==> src/rtl/freq_meter_pkg.sv <==
// Shared encodings and constants for the gated frequency meter.
// The FSM state type is visible to anything that imports this package.
package freq_meter_pkg;

    localparam int DEFAULT_CLK_FREQ = 50_000_000;

    // Cycles spent discarding stale synchronizer contents before a window opens.
    localparam int FLUSH_CYCLES = 3;
    localparam int FLUSH_W      = $clog2(FLUSH_CYCLES);

    typedef enum logic [1:0] {
        ST_IDLE    = 2'd0,
        ST_FLUSH   = 2'd1,
        ST_MEASURE = 2'd2
    } state_t;

endpackage

==> src/rtl/edge_sync_rise.sv <==
// Two-flop synchronizer plus a third flop for rising-edge detection.
// An input edge shows up on rise three clk cycles later, for one cycle.
module edge_sync_rise (
    input  logic clk,
    input  logic reset,
    input  logic din,
    output logic rise
);

    logic sync1;
    logic sync2;
    logic sync3;

    always_ff @(posedge clk) begin
        if (reset) begin
            sync1 <= 1'b0;
            sync2 <= 1'b0;
            sync3 <= 1'b0;
        end else begin
            sync1 <= din;
            sync2 <= sync1;
            sync3 <= sync2;
        end
    end

    assign rise = sync2 & ~sync3;

endmodule

==> src/rtl/freq_meter_1hz_gate.sv <==
// Counts rising edges of an asynchronous input over a fixed gate window and
// publishes the count (Hz for a 1 s gate) once per completed window.
module freq_meter_1hz_gate
    import freq_meter_pkg::*;
#(
    parameter int CLK_FREQ    = DEFAULT_CLK_FREQ,
    parameter int GATE_CYCLES = CLK_FREQ,
    parameter int CNT_WIDTH   = 27
) (
    input  logic                 clk,
    input  logic                 reset,
    input  logic                 en,
    input  logic                 sig_in,
    output logic [CNT_WIDTH-1:0] freq_out,
    output logic                 freq_valid,
    output logic                 overflow
);

    localparam int                   GATE_W    = $clog2(GATE_CYCLES);
    localparam logic [GATE_W-1:0]    GATE_LAST = GATE_W'(GATE_CYCLES - 1);
    localparam logic [CNT_WIDTH-1:0] CNT_MAX   = '1;

    state_t               state;
    state_t               state_nxt;
    logic [FLUSH_W-1:0]   flush_cnt;
    logic [GATE_W-1:0]    gate_cnt;
    logic [CNT_WIDTH-1:0] edge_cnt;
    logic [CNT_WIDTH-1:0] edge_next;
    logic                 sat;
    logic                 sat_hit;
    logic                 cnt_at_max;
    logic                 rise;
    logic                 flush_done;
    logic                 count_en;
    logic                 publish;

    edge_sync_rise u_sync (
        .clk   (clk),
        .reset (reset),
        .din   (sig_in),
        .rise  (rise)
    );

    assign flush_done = (flush_cnt == FLUSH_W'(FLUSH_CYCLES - 1));

    // Saturating increment; sat_hit marks an edge lost at all-ones.
    assign cnt_at_max = (edge_cnt == CNT_MAX);
    assign sat_hit    = rise & cnt_at_max;
    assign edge_next  = (rise && !cnt_at_max) ? edge_cnt + CNT_WIDTH'(1) : edge_cnt;

    always_ff @(posedge clk) begin
        if (reset) begin
            state <= ST_IDLE;
        end else begin
            state <= state_nxt;
        end
    end

    always_comb begin
        state_nxt = state;
        count_en  = 1'b0;
        publish   = 1'b0;
        case (state)
            ST_IDLE: begin
                if (en) state_nxt = ST_FLUSH;
            end
            ST_FLUSH: begin
                if (!en)             state_nxt = ST_IDLE;
                else if (flush_done) state_nxt = ST_MEASURE;
            end
            ST_MEASURE: begin
                if (!en) begin
                    state_nxt = ST_IDLE;
                end else begin
                    count_en = 1'b1;
                    publish  = (gate_cnt == GATE_LAST);
                end
            end
            default: state_nxt = ST_IDLE;
        endcase
    end

    // freq_valid is a one-cycle strobe with no ready: the consumer samples
    // freq_out/overflow in that cycle; both then hold until the next strobe.
    always_ff @(posedge clk) begin
        if (reset) begin
            flush_cnt  <= '0;
            gate_cnt   <= '0;
            edge_cnt   <= '0;
            sat        <= 1'b0;
            freq_out   <= '0;
            freq_valid <= 1'b0;
            overflow   <= 1'b0;
        end else begin
            freq_valid <= 1'b0;

            if (state == ST_FLUSH && en && !flush_done) begin
                flush_cnt <= flush_cnt + FLUSH_W'(1);
            end else begin
                flush_cnt <= '0;
            end

            if (!count_en) begin
                gate_cnt <= '0;
                edge_cnt <= '0;
                sat      <= 1'b0;
            end else if (publish) begin
                // A rise on the terminal cycle still belongs to the closing window.
                freq_out   <= edge_next;
                overflow   <= sat | sat_hit;
                freq_valid <= 1'b1;
                gate_cnt   <= '0;
                edge_cnt   <= '0;
                sat        <= 1'b0;
            end else begin
                gate_cnt <= gate_cnt + GATE_W'(1);
                edge_cnt <= edge_next;
                sat      <= sat | sat_hit;
            end
        end
    end

endmodule

==> config.mk <==
export PLATFORM = sky130hd
export DESIGN_NAME = freq_meter_1hz_gate
export DESIGN_NICKNAME = d
export VERILOG_FILES = /design/src/rtl/freq_meter_pkg.sv /design/src/rtl/edge_sync_rise.sv /design/src/rtl/freq_meter_1hz_gate.sv
export SDC_FILE = /design/constraint.sdc
export NUM_CORES = 1
export LEC_CHECK = 0
export ABC_CLOCK_PERIOD_IN_PS = 5100
export BUFFER_PORTS_ARGS = -buffer_cell sky130_fd_sc_hd__buf_2
export CORE_MARGIN = 4
export CORE_UTILIZATION = 47
export DETAILED_ROUTE_END_ITERATION = 16
export PLACE_DENSITY = 0.65
export SETUP_SLACK_MARGIN = 0.02
export SYNTH_ARGS = -nofsm -noshare
export SYNTH_HDL_FRONTEND = slang
export SYNTH_SLANG_ARGS = --single-unit
==> constraint.sdc <==
create_clock -name clk -period 5.1 [get_ports clk]
set_input_delay 1.53 -clock clk [delete_from_list [all_inputs] [get_ports clk]]
set_output_delay 1.53 -clock clk [all_outputs]
set_load 0.05 [all_outputs]
* After elaboration in Yosys (flattened, before gate mapping)
Cells that the tools add are included.
** Word-level totals
- Register bits after elaboration :: 90
- Input port bits :: 4
- Word-level logic and storage cells :: 50
** Operators by class
- Multiplexer cells :: 11
- Reductions and logical operators :: 11
- Add/subtract/negate cells :: 3
- Equal/unequal tests :: 8
- Bitwise gates (word level) :: 6
** Operator list (count)
- $add 27x1->27 const B :: 1
- $eq 27x27->1 const B :: 1
- $mux 27 :: 1
- $add 26x1->26 const B :: 1
- $eq 26x26->1 const B :: 1
- $mux 2 :: 4
- $pmux 2 s3 :: 1
- $mux 1 :: 5
- $eq 2x2->1 const B :: 2
- $ne 2x2->1 const B :: 2
- $reduce_or 2->1 :: 2
- $logic_and 1x1->1 :: 3
- $ne 3x3->1 const B :: 1
- $not 1->1 :: 3
- $reduce_and 3->1 :: 1
- $reduce_or 3->1 :: 1
- $add 2x1->2 const B :: 1
- $and 1x1->1 :: 2
- $eq 2x1->1 const B :: 1
- $logic_not 1->1 :: 2
- $logic_not 2->1 :: 1
- $reduce_and 2->1 :: 1
- $or 1x1->1 :: 1

* Longest topological paths before layout
- Depth after elaboration :: 5
- Depth in mapped cells :: 8

* By module
From an unflattened synthesis, not the netlist that was laid out.
** Second synthesis, totals
- Cell total of the unflattened synthesis :: 404
- Area, all modules :: 3733.6 um2
** Modules (own cells, without submodules)
- freq_meter_1hz_gate :: cells each 397, area an instance 3646.0 um2, instances 1
- edge_sync_rise :: cells each 7, area an instance 87.6 um2, instances 1

* Worst setup path after synthesis
OpenSTA, ideal clock, no wires.
- Path kind :: input -> register
- From :: input en
- To :: register freq_out[20]
- Data arrival time :: 2.370 ns
- Setup slack :: 2.644 ns
- Cell stages on the path :: 6
- Required time :: 5.014 ns
- Setup time :: 0.086 ns
- Cells stage by stage :: nand4b_1 nor3_2 buf_4 buf_6 nor2_1 a211oi_1
** Between the ends
- Word-level cells in the longest chain between the ends :: 3
- Elaborated cells on any way between the ends :: 5
** RTL lines
- start: declaration :: RTL line freq_meter_1hz_gate.sv:12 : input logic en,
- $mux 1 :: RTL line freq_meter_1hz_gate.sv:72 : if (!en) begin
- $mux 1 :: RTL line freq_meter_1hz_gate.sv:63 : case (state)
- $reduce_and 2->1 (no line) (*)
- end signal: assignment :: RTL line freq_meter_1hz_gate.sv:109 : freq_out <= edge_next;
- end: declaration :: RTL line freq_meter_1hz_gate.sv:14 : output logic [CNT_WIDTH-1:0] freq_out,
Mark *: on every way between the ends. The rest lies on a longest branch, timed or not.
A chain may end at the register's enable or synchronous reset.

* Worst setup path after layout
- From :: input en
- To :: register freq_out[2]
Same word-level chain as after synthesis.

==> impl_metrics.env <==
export IMPL_synth_cells=416
export IMPL_cts_buffer_depth=2
export IMPL_fmax_mhz=360
export IMPL_synth_async_reset_ratio=0
export IMPL_die_area_sq_um=9740
export IMPL_yosysWarnings=0
export IMPL_drc=0
export IMPL_max_cap_viol_count=0
export IMPL_synth_avg_cell_area_sq_um=9.29
export IMPL_finalSetupViolations=0
export IMPL_clkSinkCount=90
export IMPL_via_per_inst=5.23
export IMPL_antenna_found_initial=0
export IMPL_grt_overflow=0
export IMPL_pre_cts_slack_ns=1.94
export IMPL_synth_cell_types=49
export IMPL_wl_per_cell_um=13.4
export IMPL_layout_drive_gt1_share=0.151
export IMPL_io_buffer_count=32
export IMPL_rsz0062_at_grt="false"
export IMPL_ys_ff_latch=90
export IMPL_cts_inserted_buffers=9
export IMPL_clock_latency_ns=0.35
export IMPL_path_class="primary input to flop"
export IMPL_post_cts_buffers=0
export IMPL_cellPowerDensity_nw_per_um2=273
export IMPL_grt_pass1_wl_um=12700
export IMPL_status="finished clean"
export IMPL_cts_tree="yes"
export IMPL_fp_row_count=32
export IMPL_crit_required_ns=5.32
export IMPL_die_w_um=98.7
export IMPL_num_vias=2884
export IMPL_finalHoldViolCount=0
export IMPL_cts_resized=0
export IMPL_power_leakage_nw=1.47
export IMPL_max_slew_margin=0.559
export IMPL_routabilityCongestion=0.791
export IMPL_syn_to_final_growth_pct=9.16
export IMPL_dp_hpwl_um=5210
export IMPL_min_path_type="flop to flop"
export IMPL_io_pins=33
export IMPL_setup_slack_ns=2.32
export IMPL_fillCellCount=770
export IMPL_clkTransAtPathRegs_ns=0.08
export IMPL_finalCritPeriodShare=0.544
export IMPL_ant_nets=0
export IMPL_hold_ws_ns=0.430
export IMPL_start_kind="primary input"
export IMPL_die_h_um=98.7
export IMPL_period_minus_slack_ns=2.78
export IMPL_synthesis_area_sq_um=3860
export IMPL_mostFrequentLayoutCells="nor2_1, dfxtp_1, buf_2"
export IMPL_fin_area_sq_um=4220
export IMPL_clock_skew_ns=0.00921
export IMPL_final_nets=451
export IMPL_cts_htree_levels=3
export IMPL_insertedDiodeCount=0
export IMPL_worstMarginPinSlew_ns=0.652
export IMPL_placed_area_sq_um=4040
export IMPL_tns_ns=0
export IMPL_slew_violations=0
export IMPL_grt_usage=0.158
export IMPL_cts_hold_fix_buffers=0
export IMPL_ys_seq_area_frac=0.466
export IMPL_grt_pass1_vias=2773
export IMPL_drt_first_pass_iters=5
export IMPL_cts_root_buf="clkbuf_8"
export IMPL_core_area_sq_um=7850
export IMPL_cp_max_fo=24
export IMPL_arrival_ns=3.00
export IMPL_grt_max_degree=55
export IMPL_synth_ff_type="dfxtp_1"
export IMPL_start_util=0.493
export IMPL_drtIter0Drc=80
export IMPL_synth_nets=423
export IMPL_peakVddDrop_v=0.000164
export IMPL_finalWirelength_um=7380
export IMPL_synth_edff_count=0
export IMPL_endpoint_kind="flop"
stage by stage:
step | utilization | cells | power, mW
after detailed placement | 0.515 | 535 | 0.732
final | 0.538 | 551 | 1.15
after global placement | 0.515 | 535 | 0.732
after floorplan | - | 416 | 0.729
after global routing | 0.538 | 551 | 1.20
after CTS | 0.538 | 551 | 1.17
kinds of logic (layout without fill, tap and decap cells):
| kind of cell | Yosys count | in the layout | synth area share |
|---|---|---|---|
| compound gates | 43 | 43 | 0.0835 |
| flops | 90 | 90 | 0.466 |
| mux | 3 | 3 | 0.00777 |
| simple gates | 214 | 214 | 0.298 |
| fa+ha+maj | 3 | 3 | 0.00971 |
| buf+inv | 21 | 54 | 0.0395 |
| xor+xnor | 42 | 42 | 0.0952 |
path summary, 6_finish.rpt:
check	startpoint	endpoint	slack (ns)	cells past startpoint
worst max register to register	gate_cnt[13]	freq_out[2]	2.67	7
worst min register to register	flush_cnt[0]	flush_cnt[0]	0.43	1
worst max-delay path	en	freq_out[2]	2.32	6
worst min-delay path	flush_cnt[0]	flush_cnt[0]	0.43	1
final cells by class:
cell class                 instances  area (sq um)  share of cell area
tap                              102           128              0.0302
timing repair buffer              35           183              0.0433
sequential                        90          1800               0.427
inverter                           3          11.3             0.00267
clock inverter                     6          41.3             0.00979
multi-input combinational        305          1920               0.454
clock buffer                      10           138              0.0326
sequential cells by signal, summed over array words and instances, names as in the netlist:
signal / count
state: 2
flush_cnt: 2
u_sync.sync1: 1
freq_valid: 1
u_sync.sync3: 1
sat: 1
edge_cnt: 27
gate_cnt: 26
overflow: 1
freq_out: 27
u_sync.sync2: 1
synth_stat cells, drive strengths merged (5+ instances only):
master	instances	share of area
dfxtp	90	0.47
nor2	90	0.087
xor2	26	0.059
a211oi	23	0.047
nand2	21	0.021
nand3	21	0.027
xnor2	16	0.036
and3	12	0.020
buf	12	0.029
nand4	12	0.023
and4	10	0.024
nand2b	9	0.015
nor3	9	0.016
nor2b	8	0.013
nor4	6	0.019
clkbuf	5	0.0049
o22ai	5	0.0081
critical path: stages:
cell and delay (ns):
buf_2 0.11, nand4b_1 0.15, nor3_4 0.57, buf_4 0.37
mux2i_1 0.21, nor2_1 0.05
per-layer routing:
layer | up-vias | wire, um | share of wire | GRT usage
met4 | 0 | 74 | 0.010 | 0.0378
met1 | 1351 | 3390 | 0.46 | 0.192
met5 | - | 0 | 0 | 0
met2 | 33 | 3650 | 0.49 | 0.276
met3 | 7 | 263 | 0.036 | 0.0439
li1 | 1493 | - | - | -
report_power, final:
group          leakage [nW]  switching (mW)  internal [mW]
clock network        0.0847           0.245          0.190
logic                 0.656         0.00703        0.00386
registers             0.725        0.000800          0.703
total                  1.47           0.253          0.897
Note: power is estimated with default switching activity, not from simulation.
